==> src/rtl/ttl_bus_arbiter.sv <==
// ttl_bus_arbiter
//   Round-robin arbiter sharing one tristate data bus among NREQ octal output
//   registers. Converts level bus requests into a one-hot grant and matching
//   active-low output enables, with DEAD idle cycles between consecutive
//   owners so no two registers ever drive the bus together.
//
//   Optional feature macro: BUS_ARB_TIMEOUT_EN
//     When defined, an owner is forced off the bus after TENURE grant cycles
//     if another requester is waiting. When undefined, an owner keeps the bus
//     until it drops its request.
//
// Ports
//   clk        : sole clock, all state updates on rising edge
//   reset      : synchronous active-high reset
//   Req        : per-requester bus request (level, active-high)
//   Grant      : registered one-hot grant
//   Output_bar : registered active-low output enables, always ~Grant
//   Owner      : index of the current owner, valid while Busy
//   Busy       : registered, high while any Grant bit is high
module ttl_bus_arbiter #(
  parameter  int unsigned NREQ    = 4,
  parameter  int unsigned DEAD    = 1,
  parameter  int unsigned TENURE  = 8,
  localparam int unsigned OWNER_W = $clog2(NREQ)
) (
  input  logic               clk,
  input  logic               reset,
  input  logic [NREQ-1:0]    Req,
  output logic [NREQ-1:0]    Grant,
  output logic [NREQ-1:0]    Output_bar,
  output logic [OWNER_W-1:0] Owner,
  output logic               Busy
);

  localparam int unsigned DEAD_W = 2;
  localparam int unsigned TEN_W  = 8;

  // Elaboration-time parameter range check
  if (NREQ < 2 || NREQ > 8 || DEAD < 1 || DEAD > 3 || TENURE < 2 || TENURE > 255) begin : g_param_check
    $error("ttl_bus_arbiter: parameter out of range");
  end

  typedef enum logic [1:0] {
    IDLE  = 2'd0,
    GRANT = 2'd1,
    TURN  = 2'd2
  } state_e;

  state_e               state_q, state_d;
  logic [NREQ-1:0]      grant_q, grant_d;
  logic [NREQ-1:0]      oe_bar_q, oe_bar_d;
  logic                 busy_q, busy_d;
  logic [OWNER_W-1:0]   owner_q, owner_d;
  logic [OWNER_W-1:0]   last_q, last_d;
  logic [DEAD_W-1:0]    dead_q, dead_d;

  logic                 win_found;
  logic [OWNER_W-1:0]   win_idx;
  logic [OWNER_W-1:0]   cand_idx;
  logic                 release_owner;

`ifdef BUS_ARB_TIMEOUT_EN
  logic [TEN_W-1:0]     tenure_q, tenure_d;
  logic                 other_req;
`endif

  // Round-robin search: Last+1, Last+2, ..., Last (mod NREQ); first request wins
  always_comb begin
    win_found = 1'b0;
    win_idx   = '0;
    cand_idx  = '0;
    for (int unsigned i = 1; i <= NREQ; i++) begin
      cand_idx = OWNER_W'((32'(last_q) + i) % NREQ);
      if (!win_found && Req[cand_idx]) begin
        win_found = 1'b1;
        win_idx   = cand_idx;
      end
    end
  end

`ifdef BUS_ARB_TIMEOUT_EN
  // Any requester other than the current owner is waiting
  always_comb begin
    other_req = |(Req & ~grant_q);
  end
`endif

  // Next-state and next-output logic
  always_comb begin
    state_d       = state_q;
    grant_d       = grant_q;
    owner_d       = owner_q;
    last_d        = last_q;
    dead_d        = dead_q;
    release_owner = 1'b0;
`ifdef BUS_ARB_TIMEOUT_EN
    tenure_d      = tenure_q;
`endif

    unique case (state_q)
      IDLE: begin
        grant_d = '0;
        if (win_found) begin
          state_d = GRANT;
          grant_d = NREQ'(1) << win_idx;
          owner_d = win_idx;
          last_d  = win_idx;
`ifdef BUS_ARB_TIMEOUT_EN
          tenure_d = TEN_W'(1);
`endif
        end
      end

      GRANT: begin
        release_owner = !Req[owner_q];
`ifdef BUS_ARB_TIMEOUT_EN
        if (tenure_q == TEN_W'(TENURE) && other_req) begin
          release_owner = 1'b1;
        end
`endif
        if (release_owner) begin
          state_d = TURN;
          grant_d = '0;
          dead_d  = DEAD_W'(DEAD - 1);
`ifdef BUS_ARB_TIMEOUT_EN
          tenure_d = '0;
`endif
        end else begin
`ifdef BUS_ARB_TIMEOUT_EN
          // Saturate so a lone owner keeps the bus indefinitely
          if (tenure_q != TEN_W'(TENURE)) begin
            tenure_d = tenure_q + TEN_W'(1);
          end
`endif
        end
      end

      TURN: begin
        grant_d = '0;
        // Requests are only looked at on the edge that ends the last dead cycle
        if (dead_q == '0) begin
          if (win_found) begin
            state_d = GRANT;
            grant_d = NREQ'(1) << win_idx;
            owner_d = win_idx;
            last_d  = win_idx;
`ifdef BUS_ARB_TIMEOUT_EN
            tenure_d = TEN_W'(1);
`endif
          end else begin
            state_d = IDLE;
          end
        end else begin
          dead_d = dead_q - DEAD_W'(1);
        end
      end

      default: begin
        state_d = IDLE;
        grant_d = '0;
      end
    endcase

    oe_bar_d = ~grant_d;
    busy_d   = |grant_d;
  end

  // State and output registers
  always_ff @(posedge clk) begin
    if (reset) begin
      state_q  <= IDLE;
      grant_q  <= '0;
      oe_bar_q <= '1;
      busy_q   <= 1'b0;
      owner_q  <= '0;
      last_q   <= OWNER_W'(NREQ - 1);
      dead_q   <= '0;
`ifdef BUS_ARB_TIMEOUT_EN
      tenure_q <= '0;
`endif
    end else begin
      state_q  <= state_d;
      grant_q  <= grant_d;
      oe_bar_q <= oe_bar_d;
      busy_q   <= busy_d;
      owner_q  <= owner_d;
      last_q   <= last_d;
      dead_q   <= dead_d;
`ifdef BUS_ARB_TIMEOUT_EN
      tenure_q <= tenure_d;
`endif
    end
  end

  assign Grant      = grant_q;
  assign Output_bar = oe_bar_q;
  assign Busy       = busy_q;
  assign Owner      = owner_q;

endmodule

==> config.mk <==
export PLATFORM = sky130hd
export DESIGN_NAME = ttl_bus_arbiter
export DESIGN_NICKNAME = d
export VERILOG_FILES = /design/src/rtl/ttl_bus_arbiter.sv
export SDC_FILE = /design/constraint.sdc
export NUM_CORES = 1
export LEC_CHECK = 0
export BUFFER_PORTS_ARGS = -buffer_cell sky130_fd_sc_hd__buf_2
export CORE_MARGIN = 10
export CORE_UTILIZATION = 50
export DETAILED_ROUTE_END_ITERATION = 8
export GPL_TIMING_DRIVEN = 0
export HOLD_SLACK_MARGIN = 0.1
export PLACE_DENSITY_LB_ADDON = 0.08
export SLEW_MARGIN = 20
export SYNTH_ARGS = -nofsm -noshare
export SYNTH_HDL_FRONTEND = slang
export SYNTH_SLANG_ARGS = --single-unit
==> constraint.sdc <==
create_clock -name clk -period 1.8 [get_ports clk]
set_input_delay 0.18 -clock clk [delete_from_list [all_inputs] [get_ports clk]]
set_output_delay 0.18 -clock clk [all_outputs]
set_load 0.02 [all_outputs]
Word level (Yosys, flattened, before mapping)
Cells that the tools add are included.
{ "totals": {"ff_bits": 17, "input_bits": 6, "out_inout_bits": 11} }
{ "op_classes": {"add_sub_neg": 5, "magnitude_cmp": 5, "eq_ne": 6, "n_shift": 1, "mux": 36, "n_bitwise": 1, "reduce_logical": 14} }
{ "ops": {"columns": ["cell", "count"], "rows": [
  ["2-to-1 mux 2 bit", 13],
  ["less-than comparator 2 x 3 -> 1 bit, second input constant", 5],
  ["2-to-1 mux 4 bit", 3],
  ["one-hot mux 2 bit (2 select lines)", 3],
  ["one-hot mux 4 bit (3 select lines)", 1],
  ["binary-select mux 1 bit (select 2 bit)", 5],
  ["2-to-1 mux 1 bit", 10],
  ["!= test 2 bit, second input constant", 4],
  ["one-hot mux 2 bit (3 select lines)", 1],
  ["AND reduction 3 bit", 2],
  ["adder 2 x 1 -> 2 bit, second input constant", 2],
  ["adder 2 bit, second input constant", 2],
  ["zero test 2 bit", 2],
  ["inverter 4 bit", 1],
  ["nonzero test 2 bit", 2],
  ["OR reduction 4 bit", 1],
  ["left shift 1 x 2 -> 4 bit, first input constant", 1],
  ["logical AND 1 bit", 3],
  ["zero test 1 bit", 3],
  ["== test 2 x 1 -> 1 bit, second input constant", 1],
  ["== test 2 bit, second input constant", 1],
  ["AND reduction 2 bit", 1],
  ["subtractor 2 x 1 -> 2 bit, second input constant", 1]
]} }

Logic depth before layout (Yosys ltp)
{ "logic_depth": {"depth_word": 18, "depth_mapped": 7, "mapped_depth_nobuf": 7} }

Worst setup path before layout
OpenSTA, ideal clock, no wires.
{ "synth_timing": {"path_kind": "flip-flop to flip-flop", "startpoint": "reg owner_q[1] (netlist: Owner[1])", "endpoint": "reg busy_q (netlist: Busy)", "setup_ps": 141, "arrival_time_ps": 1519, "required_ps": 1659, "setup_slack_ps": 140, "path_stages_with_launch": 5, "path_buffers": 0, "path_cell_list": "dfxtp_1 > mux4_2 > nor3b_4 > a32oi_1 > a41oi_1"} }
{ "synth_between": {"elab_chain_cells": 5} }
{ "synth_lines": {"columns": ["item", "line_no", "source"], "rows": [
  ["from (decl)", "53", "logic [OWNER_W-1:0] owner_q, owner_d;"],
  ["from (signal assigned)", "186", "owner_q <= owner_d;"],
  ["binary-select mux 1 bit (select 2 bit)", "115", "release_owner = !Req[owner_q];"],
  ["2-to-1 mux 1 bit (not written as such)", "115", null],
  ["2-to-1 mux 4 bit", "121", "if (release_owner) begin"],
  ["one-hot mux 4 bit (3 select lines)", "100", "unique case (state_q)"],
  ["OR reduction 4 bit", "165", "busy_d = |grant_d;"],
  ["to (signal assigned)", "185", "busy_q <= busy_d;"],
  ["to (decl)", "52", "logic busy_q, busy_d;"]
]} }
No other way between the ends. The select of a mux whose other input is x is not followed.
A chain may end at the register's enable or synchronous reset.

Worst setup path in the final report
Ends and elaborated chain as after synthesis.

==> flow_metrics.env <==
export IMPL_cp_buffers_inverters=0
export IMPL_synth_top_area_share=0.453
export IMPL_crit_slowest_cell="mux4_2"
export IMPL_avgSynthCellArea_um2=8.64
export IMPL_insertion_delay_ns=0.29
export IMPL_switchingPower_mw=0.258
export IMPL_die_x_um=58.8
export IMPL_clk_pin_slew_ns=0.10
export IMPL_rows=13
export IMPL_dr_pass1_iters=4
export IMPL_r2r_setup_slack_ns=0.09
export IMPL_postCtsSetupRepairBufs=0
export IMPL_yosys_area_top_type="dfxtp_1"
export IMPL_htreeDepth=1
export IMPL_worst_slack_ns=0.0897
export IMPL_layout_nets=115
export IMPL_tritoncts="yes"
export IMPL_maxSlewHeadroom=0.700
export IMPL_rsz0062_at_grt="false"
export IMPL_port_buffer_count=16
export IMPL_seq_power_share=0.519
export IMPL_synthDistinctLibCells=25
export IMPL_path_delay_family="multiplexers"
export IMPL_power_share_clock=0.243
export IMPL_switching_share=0.312
export IMPL_min_period_over_period=0.950
export IMPL_start_kind="flip-flop"
export IMPL_ys_seq_elements=17
export IMPL_setup_violations=0
export IMPL_setup_worst_path_end_class="flip-flop"
export IMPL_hold_path_class="in -> reg"
export IMPL_initial_core_util=0.550
export IMPL_outcome="completed"
export IMPL_syn2layout_area_growth_pct=16.8
export IMPL_fin_worst_skew_ns=0.00468
export IMPL_cts_buffers=3
export IMPL_die_h_um=58.8
export IMPL_crit_type="reg -> reg"
export IMPL_dpl_hpwl_mm=1.22
export IMPL_yosys_warnings=0
export IMPL_clockRootBuffer="clkbuf_4"
export IMPL_cp_max_fo=7
export IMPL_tns_ns=0
export IMPL_track_usage=0.101
export IMPL_grt_use_met3=0.0494
export IMPL_power_density_nw_per_um2=941
export IMPL_vdd_drop_max_mv=0.568
export IMPL_synth_area_leaders="dfxtp_1 45%, nor2_1 5.5%, nand2_1 5.0%"
export IMPL_routed_via_count=676
export IMPL_drc=0
export IMPL_required_ns=1.95
export IMPL_antenna_left=0
export IMPL_clockBufferDepth=2
export IMPL_top_usage_layer="met2"
export IMPL_route_detailed_wl_per_inst_um=12.9
export IMPL_most_common_layout_cells="17 x dfxtp_1, 16 x buf_2, 11 x nor2_1"
export IMPL_die_area_um2=3460
export IMPL_worstPathArrival_ns=1.86
export IMPL_wirelength_mm=1.58
export IMPL_p_leak_nw=0.365
export IMPL_crit_chain="mux4_2, nor3b_4, a32oi_1, a41oi_1"
export IMPL_fin_crit_ns=1.71
export IMPL_drv_cap=0
export IMPL_synthCells=87
export IMPL_antenna_found_initial=0
export IMPL_vias_per_cell=5.54
export IMPL_io_pins=17
export IMPL_yosysSeqAreaShare=0.453
export IMPL_met1_usage=0.108
export IMPL_clock_fmax_mhz=585
export IMPL_grt_remaining_overflow=0
export IMPL_grt_max_degree=11
export IMPL_grt_pass1_vias=658
export IMPL_hold_viol=0
export IMPL_drive_above_1_share=0.252
export IMPL_cellInternalPower_mw=0.569
export IMPL_cts_resized_gates=0
export IMPL_synth_cell_area_um2=752
export IMPL_max_stage_delay_ns=0.55
export IMPL_syn_nets=94
export IMPL_use_met2=0.167
export IMPL_fp_coreArea_um2=1370
export IMPL_n_antenna_cell=0
export IMPL_clock_sinks=17
export IMPL_dp_slack_ns=0.130
export IMPL_comb_power_share=0.238
export IMPL_drt_iter0_drc=10
export IMPL_total_power_mw=0.827
export IMPL_final_common_cell="dfxtp_1"
export IMPL_ctsHoldBuffers=0
export IMPL_tightest_slew_ns=0.449
export IMPL_finalMaxSlewViolations=0
export IMPL_gp_congestion=0.840
export IMPL_grt_pass1_wl_mm=2.81
==> synthesized netlist by cell type, drive strengths merged <==
library cell / instances
o21bai: 1
clkbuf: 2
nor2b: 5
a41oi: 1
o32ai: 2
o2bb2ai: 1
mux2i: 1
nand2: 10
nor4: 1
xnor2: 1
ha: 1
nor3: 1
mux4: 1
o22ai: 1
a32oi: 2
a21oi: 7
o211ai: 1
nand2b: 4
or2: 4
nor2: 11
nor3b: 1
dfxtp: 17
o21ai: 7
inv: 4
==> worst register-to-register path, stage by stage (launching register included) <==
cell and delay, ns:
dfxtp_1 0.39, mux4_2 0.55, nor3b_4 0.20, a32oi_1 0.28, a41oi_1 0.16
==> stage by stage <==
stage          cells   util  hold slack, ns  cell area [µm²]
6_report         122  0.643           0.137              878
5_1_grt          122  0.643           0.136              878
4_1_cts          122  0.643           0.133              878
3_5_place_dp     118  0.623           0.446              851
3_3_place_gp     118  0.623           0.439              851
2_1_floorplan     87      -           0.252              752
==> sequential cells by signal, summed over array words and instances (netlist names) <==
signal	flops
state_q	2
Owner	2
last_q	2
Busy	1
Grant	4
Output_bar	4
dead_q	2
==> final cells by class <==
cell class	instances	area (µm²)
clock inverters	1	5.00
flip-flops and latches	17	340
repair buffers	16	80.1
inverters	4	15.0
fillers	127	488
multi-input cells	64	388
well taps	15	18.8
plain buffers	2	8.76
clock buffers	3	22.5
==> logic make-up (layout without fill, tap and decap cells) <==
| family | count (synthesis) | after routing | share of synthesized area |
|---|---|---|---|
| AOI/OAI and AO/OA | 23 | 23 | 0.191 |
| xor gates and xnor gates | 1 | 1 | 0.0116 |
| adders and majority gates | 1 | 1 | 0.0166 |
| buffers and inverters | 6 | 26 | 0.0316 |
| DFF | 17 | 17 | 0.453 |
| muxes | 2 | 2 | 0.0433 |
| and+or+nand+nor | 37 | 37 | 0.253 |
==> power by group through the flow <==
stage | sequential, mW | combinational [mW] | clock, mW
floorplan | 0.468 | 0.106 | 0
global placement | 0.437 | 0.194 | 0
detailed placement | 0.438 | 0.197 | 0
CTS | 0.429 | 0.198 | 0.208
global route | 0.434 | 0.218 | 0.231
finish | 0.429 | 0.197 | 0.201
==> path summary, 6_finish.rpt <==
path,end,startpoint,cells past startpoint
hold / removal,Grant[1],reset,2
setup reg to reg,Busy,Owner[1],4
setup / recovery,Busy,Owner[1],4
hold reg to reg,Owner[0],Owner[0],2
==> per-layer routing <==
layer	wire length [µm]	share of wire
met5	0	0
met4	23	0.015
met3	105	0.066
met2	746	0.47
met1	703	0.45
(Power assumes the default switching activity.)
